===== src/rtl/i281_prog_loader_pkg.sv =====
// -----------------------------------------------------------------------------
// i281_prog_loader_pkg
//  Shared definitions for the i281 program loader: frame field widths, code
//  memory depth, loader FSM state encoding and a small state-decode helper.
// -----------------------------------------------------------------------------
package i281_prog_loader_pkg;

   localparam int BYTE_W   = 8;    // width of one stream byte
   localparam int WORD_W   = 16;   // width of one instruction word
   localparam int CM_DEPTH = 64;   // default code memory depth in words

   typedef enum logic [3:0] {
      ST_IDLE,
      ST_LEN,
      ST_HI,
      ST_LO,
      ST_WRITE,
      ST_CHK,
      ST_RELEASE,
      ST_RUN,
      ST_ERROR
   } state_e;

   // States in which the loader is waiting for a stream byte.
   function automatic logic takes_bytes(input state_e s);
      return (s == ST_LEN) || (s == ST_HI) || (s == ST_LO) || (s == ST_CHK);
   endfunction

endpackage


===== src/rtl/i281_prog_loader_timeout.sv =====
// -----------------------------------------------------------------------------
// loader_timeout
//  Clear/enable up-counter with a terminal-count flag. Saturates at TERMINAL so
//  the flag stays asserted until the counter is cleared.
// Ports
//  clock   in  system clock
//  reset   in  asynchronous active-high reset
//  clear   in  synchronous clear (wins over enable)
//  enable  in  count one step
//  tc      out counter equals TERMINAL
// -----------------------------------------------------------------------------
module loader_timeout
   import i281_prog_loader_pkg::*;
#(
   parameter int unsigned TERMINAL = 15
)(
   input  logic clock,
   input  logic reset,
   input  logic clear,
   input  logic enable,
   output logic tc
);

   localparam int CNT_W = (TERMINAL > 0) ? $clog2(TERMINAL + 1) : 1;
   localparam logic [CNT_W-1:0] TC_VAL = CNT_W'(TERMINAL);

   logic [CNT_W-1:0] count_q, count_d;

   always_comb begin
      // NOTE: default assignment first so no path leaves count_d unassigned (no latch).
      count_d = count_q;
      if (clear) begin
         count_d = '0;
      end else if (enable && (count_q != TC_VAL)) begin
         count_d = count_q + CNT_W'(1);
      end
   end

   always_ff @(posedge clock or posedge reset) begin
      // NOTE: non-blocking assignments in clocked blocks so every flop samples pre-edge values.
      if (reset) begin
         count_q <= '0;
      end else begin
         count_q <= count_d;
      end
   end

   assign tc = (count_q == TC_VAL);

endmodule


===== src/rtl/i281_prog_loader.sv =====
// -----------------------------------------------------------------------------
// i281_prog_loader
//  Byte-stream program loader in front of the i281 CPU. Receives a frame
//  {N, N x {hi, lo}, XOR checksum} over a valid/ready byte interface, writes
//  each word to code memory at addresses 0..N-1, then holds the CPU in reset
//  for RST_HOLD cycles before letting it run.
// Ports
//  clock, reset        clock and asynchronous active-high reset
//  start               pulse: begin or restart a load from any state
//  go                  pulse: run CPU without loading (IDLE/ERROR only)
//  byte_valid/data     upstream byte stream
//  byte_ready          loader accepts a byte this cycle
//  cm_we/addr/wdata    code memory write port, one strobe per word
//  cpu_reset, cpu_run  CPU control
//  busy, done, error   status: loading, running, failed
// -----------------------------------------------------------------------------
module i281_prog_loader
   import i281_prog_loader_pkg::*;
#(
   parameter int ADDR_W      = $clog2(CM_DEPTH),
   parameter int TIMEOUT_CYC = 1000000,
   parameter int RST_HOLD    = 4
)(
   input  logic              clock,
   input  logic              reset,
   input  logic              start,
   input  logic              go,
   input  logic              byte_valid,
   input  logic [BYTE_W-1:0] byte_data,
   output logic              byte_ready,
   output logic              cm_we,
   output logic [ADDR_W-1:0] cm_addr,
   output logic [WORD_W-1:0] cm_wdata,
   output logic              cpu_reset,
   output logic              cpu_run,
   output logic              busy,
   output logic              done,
   output logic              error
);

   // One extra bit so a full 2**ADDR_W word count and the final index fit.
   localparam int LEN_W     = ADDR_W + 1;
   localparam int MAX_WORDS = 2 ** ADDR_W;

   state_e             state_q, state_d;
   logic [LEN_W-1:0]   len_q, len_d;
   logic [LEN_W-1:0]   index_q, index_d;
   logic [LEN_W-1:0]   index_inc;
   logic [BYTE_W-1:0]  hi_q, hi_d;
   logic [BYTE_W-1:0]  lo_q, lo_d;
   logic [BYTE_W-1:0]  chk_q, chk_d;

   logic accept;
   logic len_bad;
   logic idle_tc;
   logic hold_tc;
   logic in_release;

   assign accept     = byte_valid & byte_ready;
   assign index_inc  = index_q + LEN_W'(1);
   assign len_bad    = (byte_data == '0) || (int'(byte_data) > MAX_WORDS);
   assign in_release = (state_q == ST_RELEASE);

   // Idle-gap watchdog: restarts on every accepted byte, on start, and whenever
   // the loader is not waiting for a byte (so WRITE does not eat into the budget).
   loader_timeout #(
      .TERMINAL (TIMEOUT_CYC - 1)
   ) u_idle_timeout (
      .clock  (clock),
      .reset  (reset),
      .clear  (start | accept | ~byte_ready),
      .enable (byte_ready),
      .tc     (idle_tc)
   );

   // CPU reset hold: counts only while in RELEASE, so RELEASE lasts RST_HOLD cycles.
   loader_timeout #(
      .TERMINAL (RST_HOLD - 1)
   ) u_rst_hold (
      .clock  (clock),
      .reset  (reset),
      .clear  (start | ~in_release),
      .enable (in_release),
      .tc     (hold_tc)
   );

   // ---------------------------------------------------------------- state reg
   always_ff @(posedge clock or posedge reset) begin
      if (reset) begin
         state_q <= ST_IDLE;
         len_q   <= '0;
         index_q <= '0;
         hi_q    <= '0;
         lo_q    <= '0;
         chk_q   <= '0;
      end else begin
         state_q <= state_d;
         len_q   <= len_d;
         index_q <= index_d;
         hi_q    <= hi_d;
         lo_q    <= lo_d;
         chk_q   <= chk_d;
      end
   end

   // ---------------------------------------------------------------- next state
   always_comb begin
      state_d = state_q;
      len_d   = len_q;
      index_d = index_q;
      hi_d    = hi_q;
      lo_d    = lo_q;
      chk_d   = chk_q;

      if (start) begin
         // start overrides everything, including a simultaneous go.
         state_d = ST_LEN;
         index_d = '0;
         chk_d   = '0;
      end else begin
         unique case (state_q)
            ST_IDLE, ST_ERROR: begin
               if (go) state_d = ST_RUN;
            end
            ST_LEN: begin
               if (accept) begin
                  if (len_bad) begin
                     state_d = ST_ERROR;
                  end else begin
                     len_d   = LEN_W'(byte_data);
                     state_d = ST_HI;
                  end
               end else if (idle_tc) begin
                  state_d = ST_ERROR;
               end
            end
            ST_HI: begin
               if (accept) begin
                  hi_d    = byte_data;
                  chk_d   = chk_q ^ byte_data;
                  state_d = ST_LO;
               end else if (idle_tc) begin
                  state_d = ST_ERROR;
               end
            end
            ST_LO: begin
               if (accept) begin
                  lo_d    = byte_data;
                  chk_d   = chk_q ^ byte_data;
                  state_d = ST_WRITE;
               end else if (idle_tc) begin
                  state_d = ST_ERROR;
               end
            end
            ST_WRITE: begin
               index_d = index_inc;
               state_d = (index_inc < len_q) ? ST_HI : ST_CHK;
            end
            ST_CHK: begin
               if (accept) begin
                  state_d = (byte_data == chk_q) ? ST_RELEASE : ST_ERROR;
               end else if (idle_tc) begin
                  state_d = ST_ERROR;
               end
            end
            ST_RELEASE: begin
               if (hold_tc) state_d = ST_RUN;
            end
            ST_RUN: begin
               state_d = ST_RUN;
            end
            default: begin
               state_d = ST_IDLE;
            end
         endcase
      end
   end

   // ---------------------------------------------------------------- outputs
   // Decoded from the state register only; an asynchronous reset therefore
   // drops cm_we immediately and no byte input reaches the write port directly.
   always_comb begin
      byte_ready = takes_bytes(state_q);
      cm_we      = (state_q == ST_WRITE);
      cpu_run    = (state_q == ST_RUN);
      cpu_reset  = (state_q != ST_RUN);
      done       = (state_q == ST_RUN);
      error      = (state_q == ST_ERROR);
      busy       = (state_q == ST_LEN)   || (state_q == ST_HI)  ||
                   (state_q == ST_LO)    || (state_q == ST_WRITE) ||
                   (state_q == ST_CHK)   || (state_q == ST_RELEASE);
   end

   assign cm_addr  = index_q[ADDR_W-1:0];
   assign cm_wdata = {hi_q, lo_q};

endmodule

===== config.mk =====
export PLATFORM = sky130hd
export DESIGN_NAME = i281_prog_loader
export DESIGN_NICKNAME = d
export VERILOG_FILES = /design/src/rtl/i281_prog_loader_pkg.sv /design/src/rtl/i281_prog_loader_timeout.sv /design/src/rtl/i281_prog_loader.sv
export SDC_FILE = /design/constraint.sdc
export NUM_CORES = 1
export LEC_CHECK = 0
export CORE_UTILIZATION = 25
export CTS_CLUSTER_SIZE = 16
export DETAILED_ROUTE_END_ITERATION = 16
export GPL_TIMING_DRIVEN = 0
export PLACE_DENSITY = 0.51
export SLEW_MARGIN = 20
export SYNTH_ARGS = -nofsm -noshare
export SYNTH_HDL_FRONTEND = slang
export SYNTH_SLANG_ARGS = --single-unit

===== constraint.sdc =====
create_clock -name clock -period 3 [get_ports clock]
set_clock_uncertainty 0.2 [all_clocks]
set_input_delay 0.3 -clock clock [delete_from_list [all_inputs] [get_ports clock]]
set_output_delay 0.3 -clock clock [all_outputs]
set_load 0.03 [all_outputs]

## Yosys cells after proc, flatten, opt, wreduce, memory -nomap -nowiden

Cells that the tools add are included.

- Register bits after elaboration: 64
- Latch bits: 0
- Bits in writable memories: 0
- Bits in read-only memories: 0
- Input port bits: 13
- Memories kept: 0

- $add $sub $neg: 3
- Multiply operators: 0
- Div/mod/pow operators: 0
- $lt $le $gt $ge: 2
- Eq/ne operators: 16
- Shifts and indexed selects: 0
- Multiplexer cells: 21
- Bitwise operators: 9
- Reduce and logical (&&, ||, !) cells: 23

Operators by type and width:

| operator | number |
|---|---|
| 2-to-1 mux 20 bit | 2 |
| 2-to-1 mux 4 bit | 10 |
| case mux 4 bit (8 select lines) | 1 |
| 2-to-1 mux 8 bit | 3 |
| adder 20 x 1 -> 20 bit, second input constant | 1 |
| == test 20 bit, second input constant | 1 |
| != test 20 bit, second input constant | 1 |
| == test 4 x 3 -> 1 bit, second input constant | 4 |
| 2-to-1 mux 7 bit | 2 |
| nonzero test 2 bit | 5 |
| == test 4 x 2 -> 1 bit, second input constant | 2 |
| == test 8 bit | 1 |
| > comparator 8 x 7 -> 1 bit, second input constant | 1 |
| zero test 8 bit | 1 |
| bitwise XOR 8 bit | 1 |
| adder 7 x 1 -> 7 bit, second input constant | 1 |
| logical OR 1 bit | 7 |
| < comparator 7 bit | 1 |
| != test 3 bit, second input constant | 2 |
| AND reduction 3 bit | 2 |
| == test 4 x 1 -> 1 bit, second input constant | 1 |
| == test 4 bit, second input constant | 1 |
| zero test 4 bit | 1 |
| 2-to-1 mux 2 bit | 2 |
| other kinds (12) | 20 |

## Depth between registers and ports, before layout

- Word-level depth: 8
- Gate-level depth with buffers: 10

## Cells and area by module

A second synthesis with hierarchy kept.

- Cells, all modules: 361
- Area, all modules: 3,699.8 µm²

Modules (own cells, without submodules):

| module | instances | cells each | area an instance (µm²) |
|---|---|---|---|
| i281_prog_loader | 1 | 231 | 2,392.3 |
| loader_timeout (u_idle_timeout) | 1 | 119 | 1,179.9 |
| loader_timeout (u_rst_hold) | 1 | 11 | 127.6 |

## Least setup slack after synthesis

No wires, ideal clock.

- Kind: input-to-reg
- From: input byte_data[5]
- To: register len_q[0]
- Arrival time: 2.017 ns
- Slack: 0.658 ns
- Cell stages on the path: 6
- Cells stage by stage: or4_1 or4_2 nand3_1 or3_1 buf_6 mux2_4

- Longest elaborated chain between the ends: 4

RTL lines:

| item | line | RTL |
|---|---|---|
| start, declared | i281_prog_loader.sv:29 | `input logic [BYTE_W-1:0] byte_data,` |
| > comparator 8 x 7 -> 1 bit or zero test 8 bit (tied branches) | i281_prog_loader.sv:61 | `assign len_bad = (byte_data == '0) \|\| (int'(byte_data) > MAX_WORDS);` |
| logical OR 1 bit (*) | i281_prog_loader.sv:61 |  |
| inverter 1 bit (no line) (*) | n/a |  |
| AND reduction 4 bit (no line) (*) | n/a |  |
| end signal, assigned | i281_prog_loader.sv:98 | `len_q <= len_d;` |
| end, declared | i281_prog_loader.sv:46 | `logic [LEN_W-1:0] len_q, len_d;` |

Every way passes the cells marked *; elsewhere a longest branch is shown, timed or not.
A chain may end at the register's enable or synchronous reset.

## Final worst setup path

- From: register state_q[2]
- To: output cm_we

- Longest elaborated chain between the ends: 1

RTL lines:

| item | line | RTL |
|---|---|---|
| start, declared | i281_prog_loader.sv:45 | `state_e state_q, state_d;` |
| start signal, assigned | i281_prog_loader.sv:97 | `state_q <= state_d;` |
| == test 4 x 3 -> 1 bit | i281_prog_loader.sv:184 | `cm_we = (state_q == ST_WRITE);` |
| end, declared | i281_prog_loader.sv:31 | `output logic cm_we,` |

Every way passes these cells.

==> impl_metrics.json <==
{
  "tns_ns": 0,
  "synth_edf_count": 0,
  "gp_congestion": 0.799,
  "core_um2": 13300,
  "synth_seq_cells": 64,
  "tightest_slew_ns": 0.732,
  "min_path_type": "in2async",
  "routed_wl_um": 7690,
  "first_iter_violations": 102,
  "yosysWarnings": 0,
  "root_buffer": "clkbuf_16",
  "grt_first_pass_wirelength_um": 13200,
  "initial_utilization": 0.259,
  "drive_above_1_share": 0.134,
  "synth_top_flop_cell": "dfrtp_1",
  "ios": 42,
  "drtPass1Iterations": 4,
  "avgRoutedWirePerCell_um": 13.3,
  "synth_fp_nets": 369,
  "hold_viol_final": 0,
  "cts_sinks": 64,
  "insertion_delay_ns": 0.33,
  "fmax_mhz": 353,
  "total_leakage_power_uw": 0.00190,
  "final.period_utilization": 0.944,
  "diodes": 0,
  "dr_wl_met3_um": 297,
  "holdWs_ns": 0.0813,
  "drv_cap": 0,
  "wl_met2_um": 3660,
  "relSlewSlack": 0.509,
  "area_delta_synth_final_pct": 28.2,
  "top_layer": "met4",
  "worstPathArrival_ns": 2.33,
  "postCtsHoldBufs": 0,
  "avgSynthCellArea_um2": 9.97,
  "routed-via-count": 2602,
  "power_uw": 3390,
  "cts_buffers": 9,
  "slew_viol_final": 0,
  "ant_nets": 0,
  "die_y_um": 120,
  "grt_pass1_vias": 2659,
  "finalSetupViolations": 0,
  "dp_hpwl_um": 5460,
  "antenna_found_initial": 0,
  "status": "complete, no violations",
  "utilization": 0.332,
  "drc": 0,
  "power_density_nw_per_um2": 764,
  "viasPerCell": 4.49,
  "synth_top_area_frac": 0.463,
  "wl_met1_um": 3680,
  "cts_tree": "done",
  "synthTopCellsByCount": "64 x dfrtp_1, 47 x nor2_1, 32 x xor2_1",
  "ir_worst_vdd_mv": 0.296,
  "critPathKind": "reg2out",
  "postSynthCellCount": 347,
  "rows": 42,
  "synthArstFlopShare": 1.00,
  "die_w_um": 120,
  "ys_types": 43,
  "cts_max_level": 3,
  "grt_max_degree": 44,
  "synthTopCellsByArea": "dfrtp_1 46%, xor2_1 8.1%, mux2_2 5.2%, nor2_1 5.1%, ha_1 3.3%",
  "dieArea_um2": 14300,
  "fin_ws_ns": 0.168,
  "period_needed_ns": 2.83,
  "grt-ovfl-total": 0,
  "gr-usage-all-layers": 0.121,
  "grt_setup_unrepaired": "no",
  "critPathMaxFanout": 12,
  "nets": 421,
  "pre_cts_ws_ns": -0.0587,
  "worstSetupEndpointType": "primary output",
  "worstSetupStartpointType": "register",
  "synth.cell_area_um2": 3460,
  "clk_path_buf_depth": 2,
  "yosysMostFrequentCell": "dfrtp_1",
  "portBuffers": 41,
  "clk_pin_slew_worst_paths_ns": 0.05,
  "critPathRequiredTime_ns": 2.50,
  "synth_area_leader_cell": "dfrtp_1",
  "fill_cells": 1382,
  "seq_area_frac_synth": 0.463
}
[final cells by class]
| type | instances | area (um^2) | share of cell area |
|---|---|---|---|
| sequential | 64 | 1600 | 0.361 |
| clock buffer | 12 | 267 | 0.0601 |
| multi-input combinational | 253 | 1720 | 0.388 |
| timing repair buffer | 42 | 438 | 0.0987 |
| tap | 176 | 220 | 0.0496 |
| inverter | 12 | 47.5 | 0.0107 |
| buffer | 17 | 100 | 0.0226 |
| clock inverter | 3 | 40.0 | 0.00903 |
[where the power goes]
part           leakage [uW]  switching [uW]  internal, uW
clock              0.000154             361           702
combinational      0.000890             635           523
sequential         0.000860             126          1040
[layout by cell type, fill, tap and decap left out, types with 2 or more instances in the layout]
cell type        Yosys  final
nand2_1             25     25
nand2b_1             8      8
a31oi_1              4      4
clkbuf_16            0      9
o21ai_0             11     11
xor2_1              32     32
xnor2_1             12     12
mux2_2              16     16
mux2_4               7      7
nor3_1               8      8
ha_1                 9      9
and2_1               3      3
and4_1               3      3
nand3b_1             2      2
o31ai_1              2      2
clkbuf_2             0      2
clkinv_2             0      2
clkbuf_1             9      6
nand3_1             15     15
or4_1                2      2
mux2i_1              3      3
inv_1               12     11
or3_1                7      7
nand4_1              5      5
a21oi_1              9      9
dfrtp_1             64     64
nor4_1               6      6
clkdlybuf4s50_1      0     41
clkbuf_8             0      3
nor2_1              47     47
o22ai_1              2      2
buf_4                7      7
a211oi_1             2      2
[cells by family (layout without fill, tap and decap cells)]
| logic type | after synthesis | count (layout) | synth area share |
|---|---|---|---|
| compound gates | 35 | 35 | 0.0604 |
| xor+xnor | 44 | 44 | 0.111 |
| fa+ha+maj | 9 | 9 | 0.0325 |
| buf+inv | 30 | 86 | 0.0423 |
| flops | 64 | 64 | 0.463 |
| mux | 26 | 26 | 0.0911 |
| simple gates | 139 | 139 | 0.200 |
[state kept, by name (all words and copies together), names as in the netlist]
signal / cells
chk_q: 8
hi_q: 8
index_q: 7
len_q: 7
lo_q: 8
state_q: 4
u_idle_timeout.count_q: 20
u_rst_hold.count_q: 2
[worst max-delay path: stages, from the launching register on]
cell and delay (ns):
dfrtp_1 0.54, nand2b_1 0.18, or3_1 0.41, inv_1 0.18
clkdlybuf4s50_1 0.70
[stage by stage]
stage                     instances  cell area [um^2]
after floorplan                 347              3460
after detailed placement        565              4130
after CTS                       579              4430
after global placement          564              4090
final                           579              4440
after global routing            579              4440
[path summary, 6_finish.rpt]
| check | endpoint | from | cells past startpoint | slack, ns |
|---|---|---|---|---|
| setup reg to reg | lo_q[2]$_DFFE_PP0P_ | state_q[2]$_DFFE_PP0P_ | 4 | 0.26 |
| min in group clock | hi_q[2]$_DFFE_PP0P_ | hi_q[2]$_DFFE_PP0P_ | 1 | 0.30 |
| setup / recovery | cm_we | state_q[2]$_DFFE_PP0P_ | 4 | 0.17 |
| hold reg to reg | hi_q[2]$_DFFE_PP0P_ | hi_q[2]$_DFFE_PP0P_ | 1 | 0.30 |
| hold / removal | hi_q[7]$_DFFE_PP0P_ | reset | 2 | 0.08 |
| max in group asynchronous | index_q[6]$_DFFE_PP0P_ | reset | 3 | 2.01 |
[routing by layer]
metal	up-vias	track usage
li1	1293	-
met1	1258	0.154
met2	44	0.191
met3	7	0.0452
met4	0	0.0320
met5	-	0
[timing repair]
action	4_1_cts	5_1_grt
hold endpoints to repair	0	0
endpoints found under the setup margin	1	1
gates resized for setup	0	4
gates cloned	0	0
setup buffers	0	0
(Power assumes the default switching activity.)
